[src/rtl/jtpinpon_gfx_arb_if.sv]
// ROM request/response bus. The master (requester) drives cs/addr and
// receives data/ok; the slave (server) answers. W is the address width.
interface jtpinpon_gfx_arb_if #(
    parameter int W = 12
);
    logic         cs;
    logic [W-1:0] addr;
    logic [15:0]  data;
    logic         ok;

    modport master (output cs, addr, input data, ok);
    modport slave  (input cs, addr, output data, ok);
endinterface

[src/rtl/jtpinpon_gfx_arb.sv]
// Graphics ROM slot arbiter: shares one SDRAM port between the character
// fetcher and the object fetcher. Each requester has a one-word cache
// (tag/data/valid). Priority follows blanking, with a starve flag so that a
// loser is served next. A stuck SDRAM request is re-issued after TOUT cycles.
// Optional statistics counters are enabled by defining
// JTPINPON_GFXARB_STATS_EN; otherwise st_dout reads as zero.
module jtpinpon_gfx_arb #(
    parameter int AW   = 13,
    parameter int RW   = 12,
    parameter int TOUT = 63
) (
    input  logic               clk,
    input  logic               rst,
    input  logic               LHBL,
    jtpinpon_gfx_arb_if.slave  char_bus,
    jtpinpon_gfx_arb_if.slave  obj_bus,
    jtpinpon_gfx_arb_if.master rom_bus,
    output logic               tout_err,
    input  logic [7:0]         debug_bus,
    output logic [7:0]         st_dout
);
    localparam int CW = $clog2(TOUT + 1);

    typedef enum logic [1:0] {IDLE, WAIT, RETRY} state_t;
    typedef enum logic [1:0] {STV_NONE, STV_CHAR, STV_OBJ} starve_t;

    state_t        state, state_nx;
    starve_t       starve, starve_nx;

    logic [CW-1:0] tcnt, tcnt_nx;
    logic [RW-1:0] char_tag, obj_tag;
    logic          char_vld, obj_vld;
    logic [15:0]   char_data, obj_data;
    logic          rom_cs;
    logic [AW-1:0] rom_addr;

    logic          char_ok, obj_ok;
    logic          char_pend, obj_pend;
    logic          grant_char, grant_obj;
    logic          capture, timeout, rearm, tick;

    // Cache hit: combinational so ok drops the same cycle the address moves.
    assign char_ok   = char_bus.cs & char_vld & (char_bus.addr == char_tag);
    assign obj_ok    = obj_bus.cs  & obj_vld  & (obj_bus.addr  == obj_tag);
    assign char_pend = char_bus.cs & ~char_ok;
    assign obj_pend  = obj_bus.cs  & ~obj_ok;
    assign tcnt_nx   = tcnt + 1'b1;

    assign char_bus.ok   = char_ok;
    assign char_bus.data = char_data;
    assign obj_bus.ok    = obj_ok;
    assign obj_bus.data  = obj_data;
    assign rom_bus.cs    = rom_cs;
    assign rom_bus.addr  = rom_addr;

    // State and starve flag registers.
    always_ff @(posedge clk) begin
        // NOTE: sequential state uses non-blocking assignments so every
        // register samples pre-edge values regardless of block ordering.
        if (rst) begin
            state  <= IDLE;
            starve <= STV_NONE;
        end else begin
            state  <= state_nx;
            starve <= starve_nx;
        end
    end

    // Next state, arbitration decision and datapath strobes.
    always_comb begin
        // NOTE: every output gets a default first, so no path leaves one
        // unassigned and no latch is inferred.
        state_nx   = state;
        starve_nx  = starve;
        grant_char = 1'b0;
        grant_obj  = 1'b0;
        capture    = 1'b0;
        timeout    = 1'b0;
        rearm      = 1'b0;
        tick       = 1'b0;
        case (state)
            IDLE: begin
                if (char_pend && obj_pend) begin
                    // Starved requester wins; otherwise blanking decides.
                    if (starve == STV_CHAR)      grant_char = 1'b1;
                    else if (starve == STV_OBJ)  grant_obj  = 1'b1;
                    else if (LHBL)               grant_char = 1'b1;
                    else                         grant_obj  = 1'b1;
                    starve_nx = grant_char ? STV_OBJ : STV_CHAR;
                end else if (char_pend) begin
                    grant_char = 1'b1;
                    if (starve == STV_CHAR) starve_nx = STV_NONE;
                end else if (obj_pend) begin
                    grant_obj = 1'b1;
                    if (starve == STV_OBJ) starve_nx = STV_NONE;
                end
                if (grant_char || grant_obj) state_nx = WAIT;
            end
            WAIT: begin
                // rom_ok in the first WAIT cycle belongs to the old address.
                if (rom_bus.ok && tcnt != '0) begin
                    capture  = 1'b1;
                    state_nx = IDLE;
                end else if (tcnt_nx == CW'(TOUT)) begin
                    timeout  = 1'b1;
                    state_nx = RETRY;
                end else begin
                    tick = 1'b1;
                end
            end
            RETRY: begin
                rearm    = 1'b1;
                state_nx = WAIT;
            end
            default: state_nx = IDLE;
        endcase
    end

    // Request port, caches, timeout counter and sticky error flag.
    always_ff @(posedge clk) begin
        if (rst) begin
            rom_cs    <= 1'b0;
            rom_addr  <= '0;
            char_data <= '0;
            obj_data  <= '0;
            char_vld  <= 1'b0;
            obj_vld   <= 1'b0;
            char_tag  <= '0;
            obj_tag   <= '0;
            tout_err  <= 1'b0;
            tcnt      <= '0;
        end else begin
            if (grant_char) begin
                char_tag <= char_bus.addr;
                char_vld <= 1'b0;
                rom_addr <= {1'b0, char_bus.addr};
                rom_cs   <= 1'b1;
                tcnt     <= '0;
            end
            if (grant_obj) begin
                obj_tag  <= obj_bus.addr;
                obj_vld  <= 1'b0;
                rom_addr <= {1'b1, obj_bus.addr};
                rom_cs   <= 1'b1;
                tcnt     <= '0;
            end
            if (capture) begin
                // Fill under the latched tag even if the requester moved on.
                if (rom_addr[AW-1]) begin
                    obj_data <= rom_bus.data;
                    obj_vld  <= 1'b1;
                end else begin
                    char_data <= rom_bus.data;
                    char_vld  <= 1'b1;
                end
                rom_cs <= 1'b0;
                tcnt   <= '0;
            end
            if (timeout) begin
                rom_cs   <= 1'b0;
                tout_err <= 1'b1;
                tcnt     <= '0;
            end
            if (rearm) rom_cs <= 1'b1;
            if (tick)  tcnt   <= tcnt_nx;
        end
    end

`ifdef JTPINPON_GFXARB_STATS_EN
    logic [7:0] stall_cnt, tout_cnt;
    logic       lhbl_l;
    logic       char_owner;

    // Char owns the slot when granted now or when the transfer in flight is its.
    assign char_owner = grant_char | ((state != IDLE) & ~rom_addr[AW-1]);

    // Saturating stall and timeout counters; stalls clear each line.
    always_ff @(posedge clk) begin
        if (rst) begin
            stall_cnt <= '0;
            tout_cnt  <= '0;
            lhbl_l    <= 1'b0;
        end else begin
            lhbl_l <= LHBL;
            if (lhbl_l && !LHBL)
                stall_cnt <= '0;
            else if (char_pend && !char_owner && stall_cnt != 8'hFF)
                stall_cnt <= stall_cnt + 8'd1;
            if (timeout && tout_cnt != 8'hFF)
                tout_cnt <= tout_cnt + 8'd1;
        end
    end

    assign st_dout = debug_bus[0] ? tout_cnt : stall_cnt;
`else
    assign st_dout = 8'd0;
`endif

    logic unused_debug;
    assign unused_debug = ^debug_bus;

endmodule

[src/flat_wrapper.sv]
// flat-port wrapper written by rule: the top's interface ports become plain ports
module jtpinpon_gfx_arb_flat 
#(
    parameter int AW   = 13,
    parameter int RW   = 12,
    parameter int TOUT = 63
)
  (clk, rst, LHBL, tout_err, debug_bus, st_dout, char_bus_cs, char_bus_addr, char_bus_data, char_bus_ok, obj_bus_cs, obj_bus_addr, obj_bus_data, obj_bus_ok, rom_bus_cs, rom_bus_addr, rom_bus_data, rom_bus_ok);
  jtpinpon_gfx_arb_if #(.W(RW)) char_bus_i ();
  jtpinpon_gfx_arb_if #(.W(RW)) obj_bus_i ();
  jtpinpon_gfx_arb_if #(.W(AW)) rom_bus_i ();
  input  logic clk;
  input  logic rst;
  input  logic LHBL;
  output logic tout_err;
  input  logic [7:0] debug_bus;
  output logic [7:0] st_dout;
  input wire logic [$bits(char_bus_i.cs)-1:0] char_bus_cs;
  input wire logic [$bits(char_bus_i.addr)-1:0] char_bus_addr;
  output wire logic [$bits(char_bus_i.data)-1:0] char_bus_data;
  output wire logic [$bits(char_bus_i.ok)-1:0] char_bus_ok;
  input wire logic [$bits(obj_bus_i.cs)-1:0] obj_bus_cs;
  input wire logic [$bits(obj_bus_i.addr)-1:0] obj_bus_addr;
  output wire logic [$bits(obj_bus_i.data)-1:0] obj_bus_data;
  output wire logic [$bits(obj_bus_i.ok)-1:0] obj_bus_ok;
  output wire logic [$bits(rom_bus_i.cs)-1:0] rom_bus_cs;
  output wire logic [$bits(rom_bus_i.addr)-1:0] rom_bus_addr;
  input wire logic [$bits(rom_bus_i.data)-1:0] rom_bus_data;
  input wire logic [$bits(rom_bus_i.ok)-1:0] rom_bus_ok;
  assign char_bus_i.cs = char_bus_cs;
  assign char_bus_i.addr = char_bus_addr;
  assign char_bus_data = char_bus_i.data;
  assign char_bus_ok = char_bus_i.ok;
  assign obj_bus_i.cs = obj_bus_cs;
  assign obj_bus_i.addr = obj_bus_addr;
  assign obj_bus_data = obj_bus_i.data;
  assign obj_bus_ok = obj_bus_i.ok;
  assign rom_bus_cs = rom_bus_i.cs;
  assign rom_bus_addr = rom_bus_i.addr;
  assign rom_bus_i.data = rom_bus_data;
  assign rom_bus_i.ok = rom_bus_ok;
  jtpinpon_gfx_arb #(.AW(AW), .RW(RW), .TOUT(TOUT)) u_core (.clk(clk), .rst(rst), .LHBL(LHBL), .char_bus(char_bus_i), .obj_bus(obj_bus_i), .rom_bus(rom_bus_i), .tout_err(tout_err), .debug_bus(debug_bus), .st_dout(st_dout));
endmodule
[config.mk]
export PLATFORM = sky130hd
export DESIGN_NAME = jtpinpon_gfx_arb_flat
export DESIGN_NICKNAME = d
export VERILOG_FILES = /design/src/rtl/jtpinpon_gfx_arb_if.sv /design/src/rtl/jtpinpon_gfx_arb.sv /design/src/flat_wrapper.sv
export SDC_FILE = /design/constraint.sdc
export NUM_CORES = 1
export LEC_CHECK = 0
export CORE_ASPECT_RATIO = 0.9
export CORE_MARGIN = 1.5
export CORE_UTILIZATION = 32
export CTS_BUF_LIST = sky130_fd_sc_hd__clkbuf_8
export CTS_CLUSTER_DIAMETER = 200
export DETAILED_ROUTE_END_ITERATION = 8
export GPL_ROUTABILITY_DRIVEN = 0
export PLACE_DENSITY = 0.7
export RECOVER_POWER = 100
export SLEW_MARGIN = 10
export SYNTH_ARGS = -nofsm -noshare
export SYNTH_HDL_FRONTEND = slang
export SYNTH_SLANG_ARGS = --single-unit
[constraint.sdc]
create_clock -name clk -period 3.15 [get_ports clk]
set_clock_uncertainty 0.2 [all_clocks]
set_input_delay 0.315 -clock clk [delete_from_list [all_inputs] [get_ports clk]]
set_output_delay 0.315 -clock clk [all_outputs]
set_load 0.1 [all_outputs]
==> results.yml, run 1 <==
detailed_routing:
  detail-route-antenna-nets: 0
  wl_um: 9970
  drtIter0Drc: 211
  avgViaCountPerCell: 5.09
  drc: 0
  dr.pass1.iters: 4
  wl_per_cell_um: 15.1
  vias: 3370
placed_design:
  portBuffers: 94
  pre_cts_ws_ns: 0.289
  hpwlAfterDp_um: 7270
  placed_cells: 647
synthesis:
  synth.avg_cell_area_um2: 8.70
  synthFlopType: "dfxtp_1"
  yosysTopAreaCell: "dfxtp_1"
  yosys_warnings: 0
  netlist_instances: 421
  synth_commonest_cells: "84 x nand2_1, 83 x dfxtp_1, 51 x a21oi_1"
  synth_top_area_share_pct: 45.4
  synth_edf_count: 0
  ys_seq_area_share_pct: 45.4
  ys_types: 48
  synthTopCellsByArea: "dfxtp_1 45%, nand2_1 8.6%, a21oi_1 7.0%"
  synthArstFlopShare_pct: 0
  synth.most_common_cell: "nand2_1"
  ys_seq_elements: 83
  syn-cell-area_um2: 3660
sta:
  finalCritPeriodShare_pct: 91.5
  hold_viol_final: 0
  worst_slew_pin_slew_ns: 1.20
  layout_min_cycle_time_ns: 2.88
  slew_violations: 0
  setup_viol: 0
  rsz0062_at_grt: "no"
  setup_ws_ns: 0.269
  fmax_mhz: 347
  worst_hold_slack_ns: 0.254
  slew_headroom_pct: 20.5
  setup_tns_ns: 0
clock_tree:
  worstSkewPairLatency_ns: 0.36
  path_clk_slew_ns: 0.08
  cts-htree-levels: 3
  cts_made_buffers: 9
  clock-root-buffer: "clkbuf_8"
  post-cts-setup-buffers: 0
  post_cts_resized: 0
  cts_sinks: 83
  cts_hold_buf: 0
  cts_buffer_depth: 2
  cts_tree: "built"
worst_setup_path:
  reg2regPathDepth: 8
  worstSetupPathType: "in2out"
  reg2reg_from: "u_core.tcnt[0]"
  crit_arrival_ns: 2.37
  cp_top_family: "simple AND/OR/NAND/NOR gates"
  r2r-end: "u_core.tcnt[5]"
  reg2reg_slack_ns: 0.48
  crit_path_end_kind: "primary output"
  crit_slowest_cell: "nor4_1"
  cp.required_ns: 2.63
  path_cells: "clkdlybuf4s50_1 > xnor2_1 > nand4_1 > nor4_1 > and2_0 > buf_12"
  crit_path_max_incr_delay_ns: 0.69
  path_buf_inv: 2
  crit_path_start: "obj_bus_addr[10]"
  worstSetupStartpointType: "input pin"
  cp_max_fo: 5
run:
  cap_violations: 0
pwr:
  p_switching_uw: 761
  irDropWorstVdd_mv: 0.291
  swShare_pct: 33.2
  p_total_mw: 2.29
  p_comb_share_pct: 21.1
  power_frac_seq_pct: 49.1
  powerDensity_nw_per_um2: 505
  leakagePower_nw: 1.50
  p_clk_share_pct: 29.8
  cellInternalPower_mw: 1.53
floorplanning:
  core_area_um2: 11000
  die_x_um: 116
  die_h_um: 105
  start_util_pct: 33.3
  rows: 36
  die-area_um2: 12100
  io_pins: 111
finish:
  n_fill_cell: 1186
  drive_gt1_share_pct: 6.27
  final_cell_count_no_fill: 662
  seqCellArea_um2: 1660
  syn_to_final_growth_pct: 23.8
  multi_input_area_um2: 1770
  antenna_cells: 0
  finalNetCount: 563
global_route:
  grt_pass1_wl_um: 16100
  grt_usage_pct: 16.8
  antenna_found_initial: 0
  grt_overflow_total: 0
  grt_max_degree: 38
  grt_pass1_vias: 3257
min_path:
  min_path_cells: 2
  min_to: "u_core.obj_bus.data[9]"
  hp-start: "u_core.obj_bus.data[9]"
  hp-class: "reg2reg"
run_status:
  outcome: "finished clean"
cell families after synthesis:
logic type	count (synthesis)	synth area share [%]
other cells	1	0.102
fa+ha+maj	3	1.02
flops	83	45.4
xor+xnor	26	6.22
buf+inv	43	6.18
compound gates	110	19.7
simple gates	155	21.4
registers in the layout, indices dropped and copies added, names as in the netlist:
| signal | flops |
|---|---|
| u_core.obj_tag | 12 |
| u_core.char_vld | 1 |
| u_core.rom_bus.addr | 13 |
| u_core.obj_bus.data | 16 |
| u_core.char_tag | 12 |
| u_core.char_bus.data | 16 |
| u_core.starve | 2 |
| u_core.state | 2 |
| u_core.tcnt | 6 |
| u_core.obj_vld | 1 |
| u_core.tout_err | 1 |
| u_core.rom_bus.cs | 1 |
layout by cell type, fill, tap and decap left out, types with 8 or more instances in the layout:
cell type / netlist / layout
a21oi_1: 51 / 51
a221o_1: 12 / 12
clkbuf_1: 15 / 47
clkbuf_8: 0 / 10
clkdlybuf4s50_1: 0 / 44
conb_1: 1 / 8
dfxtp_1: 83 / 83
nand2_1: 84 / 84
nand3_1: 22 / 22
nor2_1: 10 / 10
nor4b_1: 10 / 10
o21ai_0: 15 / 15
o21bai_1: 12 / 12
xnor2_1: 25 / 25
power groups by stage:
stage	Clock, mW	Combinational [mW]	Sequential, mW
6_report	0.683	0.484	1.13
5_1_grt	0.748	0.514	1.13
4_1_cts	0.704	0.508	1.13
3_5_place_dp	0	0.505	1.15
3_3_place_gp	0	0.496	1.15
2_1_floorplan	0	0.218	1.29
worst reg2reg max path, delay by kind of cell (launching register included):
kind,cells,cell delay [ns]
buf+inv,1,0.13
simple gates,3,0.83
fa+ha+maj,1,0.19
flops,1,0.35
compound gates,3,0.88
how the worst max path moves through the flow:
stage | to | slack [ns] | cells past startpoint
2_1_floorplan | u_core.tcnt[4] | 0.20 | 6
3_3_place_gp | u_core.char_tag[5] | 0.33 | 8
3_5_place_dp | u_core.char_tag[5] | 0.29 | 8
4_1_cts | u_core.tcnt[5] | 0.50 | 8
5_1_grt | obj_bus_ok | 0.12 | 6
6_report | obj_bus_ok | 0.27 | 6
through the flow:
stage               instance area, µm²  util [%]
CTS                               4760      43.3
floorplan                         3690         -
finish                            4540      41.3
global placement                  4590      41.8
detailed placement                4590      41.8
global route                      4540      41.3
routing by layer:
layer	share of wire, %	GRT usage [%]
met2	47	26.8
met4	1.6	5.57
met5	0	0
met3	7.8	5.83
met1	44	20.9
final cells by class:
| type | count | share of cell area (%) |
|---|---|---|
| Clock buffer | 10 | 3.03 |
| Clock inverter | 5 | 0.662 |
| Inverter | 7 | 0.579 |
| Multi-Input combinational cell | 302 | 38.9 |
| Sequential cell | 83 | 36.6 |
| Tap cell | 152 | 4.19 |
| Timing Repair Buffer | 103 | 16.0 |
Power figures use the tool's default switching activity.
==> run 2: changes to the inputs <==
CORE_MARGIN = 2   (was 1.5)
==> run 2 against run 1 <==
Net effect: via count fell by 2.2%; sequential share of layout area fell by 0.28 points; routed wire length fell by 0.71%; critical path depth rose by 3; sequential power barely moved; count of clock-buffer cells in the layout did not move; core utilization fell by 0.81 points; final cell count rose by 1.1%; non-clock buffer count rose by 2; global-route usage fell by 0.60 points; largest power group unchanged.
==> results.yml, run 2 (synthesized netlist as in run 1, its figures left out) <==
run_status:
  outcome: "finished clean"
worst_setup_path:
  crit_arrival_ns: 2.85
  worstSetupPathType: "in2reg"
  cp_max_fo: 13
  cp.required_ns: 3.24
  worstSetupStartpointType: "input pin"
  crit_path_end_kind: "register"
detailed_routing:
  avgViaCountPerCell: 4.93
  wl_per_cell_um: 14.8
  vias: 3295
  wl_um: 9900
  detail-route-antenna-nets: 0
  drc: 0
  dr.pass1.iters: 4
  drtIter0Drc: 252
placed_design:
  placed_cells: 653
  portBuffers: 94
  hpwlAfterDp_um: 7210
finish:
  drive_gt1_share_pct: 6.63
  final_cell_mix: "84 x nand2_1, 83 x dfxtp_1, 51 x a21oi_1, 51 x clkbuf_1, 43 x clkdlybuf4s50_1"
  layout_commonest_cell: "nand2_1"
  antenna_cells: 0
  finalNetCount: 565
  n_fill_cell: 1185
  syn_to_final_growth_pct: 24.8
  utilization_pct: 40.5
  final_cell_count_no_fill: 669
pwr:
  irDropWorstVdd_mv: 0.202
  p_clk_share_pct: 30.3
  powerDensity_nw_per_um2: 505
  leakagePower_nw: 1.51
  p_switching_uw: 773
  cellInternalPower_mw: 1.54
  swShare_pct: 33.5
  p_comb_share_pct: 21.0
  power_frac_seq_pct: 48.7
  p_total_mw: 2.31
clock_tree:
  cts_tree: "built"
  cts_buffer_depth: 2
  cts_sinks: 83
  post_cts_resized: 0
  cts_made_buffers: 9
  worstSkewPairLatency_ns: 0.35
  clock-root-buffer: "clkbuf_8"
  cts_hold_buf: 0
  post-cts-setup-buffers: 0
  path_clk_slew_ns: 0.09
  cts-htree-levels: 3
global_route:
  antenna_found_initial: 0
  grt_usage_pct: 16.2
  grt_max_degree: 33
  met3_usage_pct: 5.69
  grt_pass1_wl_um: 15500
  grtUsageMet1_pct: 21.0
  grt_pass1_vias: 3081
  grt_overflow_total: 0
  busiest_layer: "met2"
  grt_use_met2_pct: 25.1
sta:
  layout_min_cycle_time_ns: 2.76
  fmax_mhz: 363
  setup_viol: 0
  worst_slew_pin_slew_ns: 1.22
  slew_violations: 0
  rsz0062_at_grt: "no"
  setup_tns_ns: 0
  hold_viol_final: 0
  finalCritPeriodShare_pct: 87.5
  slew_headroom_pct: 19.1
run:
  cap_violations: 0
floorplanning:
  io_pins: 111
  die-area_um2: 12300
  core_area_um2: 11300
  die_x_um: 117
  die_h_um: 106
  start_util_pct: 32.4
  rows: 37
min_path:
  hp-class: "reg2reg"
==> run 2: cell types whose count changed in the layout (fill, tap and decap cells not counted), sizes merged <==
cell           change
clkdlybuf4s50      -1
clkbuf             +3
clkinvlp           +3
clkinv             -1
inv                -1
dlygate4sd3        +1
buf                -1
==> run 2: area by class of cell <==
type / count / area [µm²] / area share (%)
inverters: 7 / 26.3 / 0.575
well taps: 156 / 195 / 4.27
multi-input cells: 302 / 1790 / 39.2
clock buffers: 10 / 138 / 3.01
repair buffers: 105 / 714 / 15.6
flip-flops and latches: 83 / 1660 / 36.4
clock inverters: 6 / 42.5 / 0.931
==> run 2: path summary, 6_finish.rpt <==
| kind | from | to | slack (ns) | cells past startpoint |
|---|---|---|---|---|
| max reg2reg | u_core.char_tag[6] | u_core.rom_bus.addr[5] | 0.56 | 7 |
| min reg2reg | u_core.obj_bus.data[5] | u_core.obj_bus.data[5] | 0.26 | 2 |
| max | obj_bus_addr[9] | u_core.rom_bus.addr[5] | 0.39 | 9 |
| min | u_core.obj_bus.data[5] | u_core.obj_bus.data[5] | 0.26 | 2 |
==> run 2: power by group through the flow <==
stage,Clock (mW),Combinational [mW],Sequential (mW)
final,0.700,0.485,1.13
after global routing,0.771,0.516,1.13
after CTS,0.724,0.509,1.13
after detailed placement,0,0.508,1.15
after global placement,0,0.500,1.15
after floorplan,0,0.218,1.29
==> run 2: stage by stage <==
stage,setup WS (ns),hold WS [ns],instance area [µm²]
floorplan,0.196,0.244,3690
global placement,0.303,0.244,4610
detailed placement,0.269,0.250,4610
CTS,0.563,0.264,4790
global route,0.208,0.278,4570
finish,0.393,0.259,4570
==> run 2: worst max-delay path, cell delays in order <==
cell           delay [ns]
dlygate4sd3_1        0.62
xnor2_1              0.17
nand3_1              0.13
nor4_4               0.34
clkbuf_1             0.22
o22ai_1              0.17
a21oi_2              0.18
clkbuf_1             0.46
a221o_1              0.24
==> run 2: layer usage <==
layer,up-vias,share of wire (%)
li1,1635,-
met1,1559,45
met2,89,47
met3,12,5.8
met4,0,1.6
met5,-,0
==> run 3: changes to the inputs <==
CORE_UTILIZATION = 52   (was 32)
PLACE_DENSITY = 0.95   (was 0.7)
==> run 3 against run 2 <==
Net effect: final cell count is 9.3% lower; flip-flop and latch count did not move; power increased by 3.2%; largest power group unchanged; largest cell class unchanged; critical endpoint unchanged; core utilization grew 25 points; non-clock buffer count is 1 higher; critical path type unchanged; via count grew 4.1%; sequential share of layout area grew 0.42 points; final area is 1.1% lower; setup slack lost 0.059 ns; critical path depth unchanged; combinational power hardly changed.
==> results.yml, run 3 (synthesized netlist as in run 1, its figures left out) <==
clock_tree:
  cts_hold_buf: 0
  cts_buffer_depth: 2
  worstSkewPairLatency_ns: 0.36
  cts-htree-levels: 3
  post-cts-setup-buffers: 0
  clock-root-buffer: "clkbuf_8"
  cts_tree: "built"
  post_cts_resized: 0
  cts_sinks: 83
  cts_made_buffers: 9
  path_clk_slew_ns: 0.08
worst_setup_path:
  cp.required_ns: 3.25
  reg2reg_slack_ns: 0.49
  r2r-end: "u_core.tcnt[4]"
  reg2reg_from: "u_core.tcnt[0]"
  reg2regPathDepth: 8
  cp_max_fo: 13
  worstSetupStartpointType: "input pin"
  crit_arrival_ns: 2.92
  worstSetupPathType: "in2reg"
  crit_path_end_kind: "register"
global_route:
  grt_usage_pct: 25.5
  grt_max_degree: 55
  met3_usage_pct: 7.41
  grt_pass1_vias: 3413
  grt_pass1_wl_um: 15800
  antenna_found_initial: 0
  grtUsageMet1_pct: 30.2
  grt_use_met2_pct: 42.9
  busiest_layer: "met2"
  grt_overflow_total: 0
sta:
  slew_violations: 0
  slew_headroom_pct: 19.9
  rsz0062_at_grt: "no"
  layout_min_cycle_time_ns: 2.82
  setup_viol: 0
  worst_slew_pin_slew_ns: 1.21
  fmax_mhz: 355
  setup_tns_ns: 0
  finalCritPeriodShare_pct: 89.4
  hold_viol_final: 0
pwr:
  leakagePower_nw: 1.52
  irDropWorstVdd_mv: 0.289
  powerDensity_nw_per_um2: 528
detailed_routing:
  dr.pass1.iters: 5
  detail-route-antenna-nets: 0
  wl_per_cell_um: 15.9
  avgViaCountPerCell: 5.65
  drc: 0
  wl_um: 9640
  vias: 3430
  drtIter0Drc: 264
placed_design:
  place_area_um2: 4540
  portBuffers: 94
  hpwlAfterDp_um: 6910
run:
  cap_violations: 0
min_path:
  min_to: "u_core.char_vld"
  hp-start: "rst"
  hp-class: "in2reg"
  min_path_cells: 2
floorplanning:
  rows: 29
  die_x_um: 92.5
  start_util_pct: 52.9
  io_pins: 111
  core_area_um2: 6930
  die_h_um: 83.6
  die-area_um2: 7730
finish:
  final_cell_area_um2: 4520
  antenna_cells: 0
  final_cell_mix: "84 x nand2_1, 83 x dfxtp_1, 51 x a21oi_1"
  finalNetCount: 566
  layout_commonest_cell: "nand2_1"
  syn_to_final_growth_pct: 23.3
  drive_gt1_share_pct: 6.81
  n_fill_cell: 600
run_status:
  outcome: "finished clean"
[run 3: worst max-delay path by stage]
stage / cells past startpoint / endpoint / from / slack [ns]
after global placement: 8 / u_core.char_tag[8] / obj_bus_addr[10] / 0.33
after CTS: 8 / u_core.tcnt[4] / u_core.tcnt[0] / 0.47
after detailed placement: 8 / u_core.char_tag[8] / obj_bus_addr[10] / 0.31
final: 9 / u_core.rom_bus.addr[5] / obj_bus_addr[10] / 0.33
after floorplan: 6 / u_core.tcnt[4] / u_core.char_tag[5] / 0.20
after global routing: 9 / u_core.starve[0] / obj_bus_addr[10] / 0.14
[run 3: worst max-delay path, cell delays in order]
cell and delay [ns]:
dlygate4sd3_1 0.61, xnor2_1 0.18, nand4_1 0.12, nor4_1 0.42, clkbuf_1 0.21, o22ai_1 0.16, a21oi_2 0.16, clkbuf_1 0.49
a221o_1 0.25
[run 3: power breakdown]
| group | switching, mW | internal, mW |
|---|---|---|
| Sequential | 0.0316 | 1.09 |
| Combinational | 0.348 | 0.136 |
| Clock | 0.387 | 0.388 |
[run 3: metal layers]
metal / vias to the layer above / routed length (µm)
li1: 1629 / -
met1: 1630 / 4000
met2: 145 / 4630
met3: 26 / 745
met4: 0 / 271
met5: - / 0
[run 3: per-stage QoR]
step	worst slack [ns]	utilization [%]	total power, mW	hold slack (ns)	cells
after floorplan	0.196	-	1.51	0.244	428
after global placement	0.331	65.5	1.64	0.244	591
after detailed placement	0.308	65.5	1.65	0.250	591
after CTS	0.466	68.4	2.41	0.182	607
after global routing	0.137	65.2	2.47	0.213	607
final	0.334	65.2	2.38	0.199	607
[run 3: final cells by class]
cell class              count  area, µm²  share of cell area (%)
inverters                   7       26.3                   0.582
clock buffers              10        138                    3.05
repair buffers            106        741                    16.4
multi-input cells         302       1770                    39.2
well taps                  93        116                    2.58
flip-flops and latches     83       1660                    36.8
clock inverters             6       65.1                    1.44
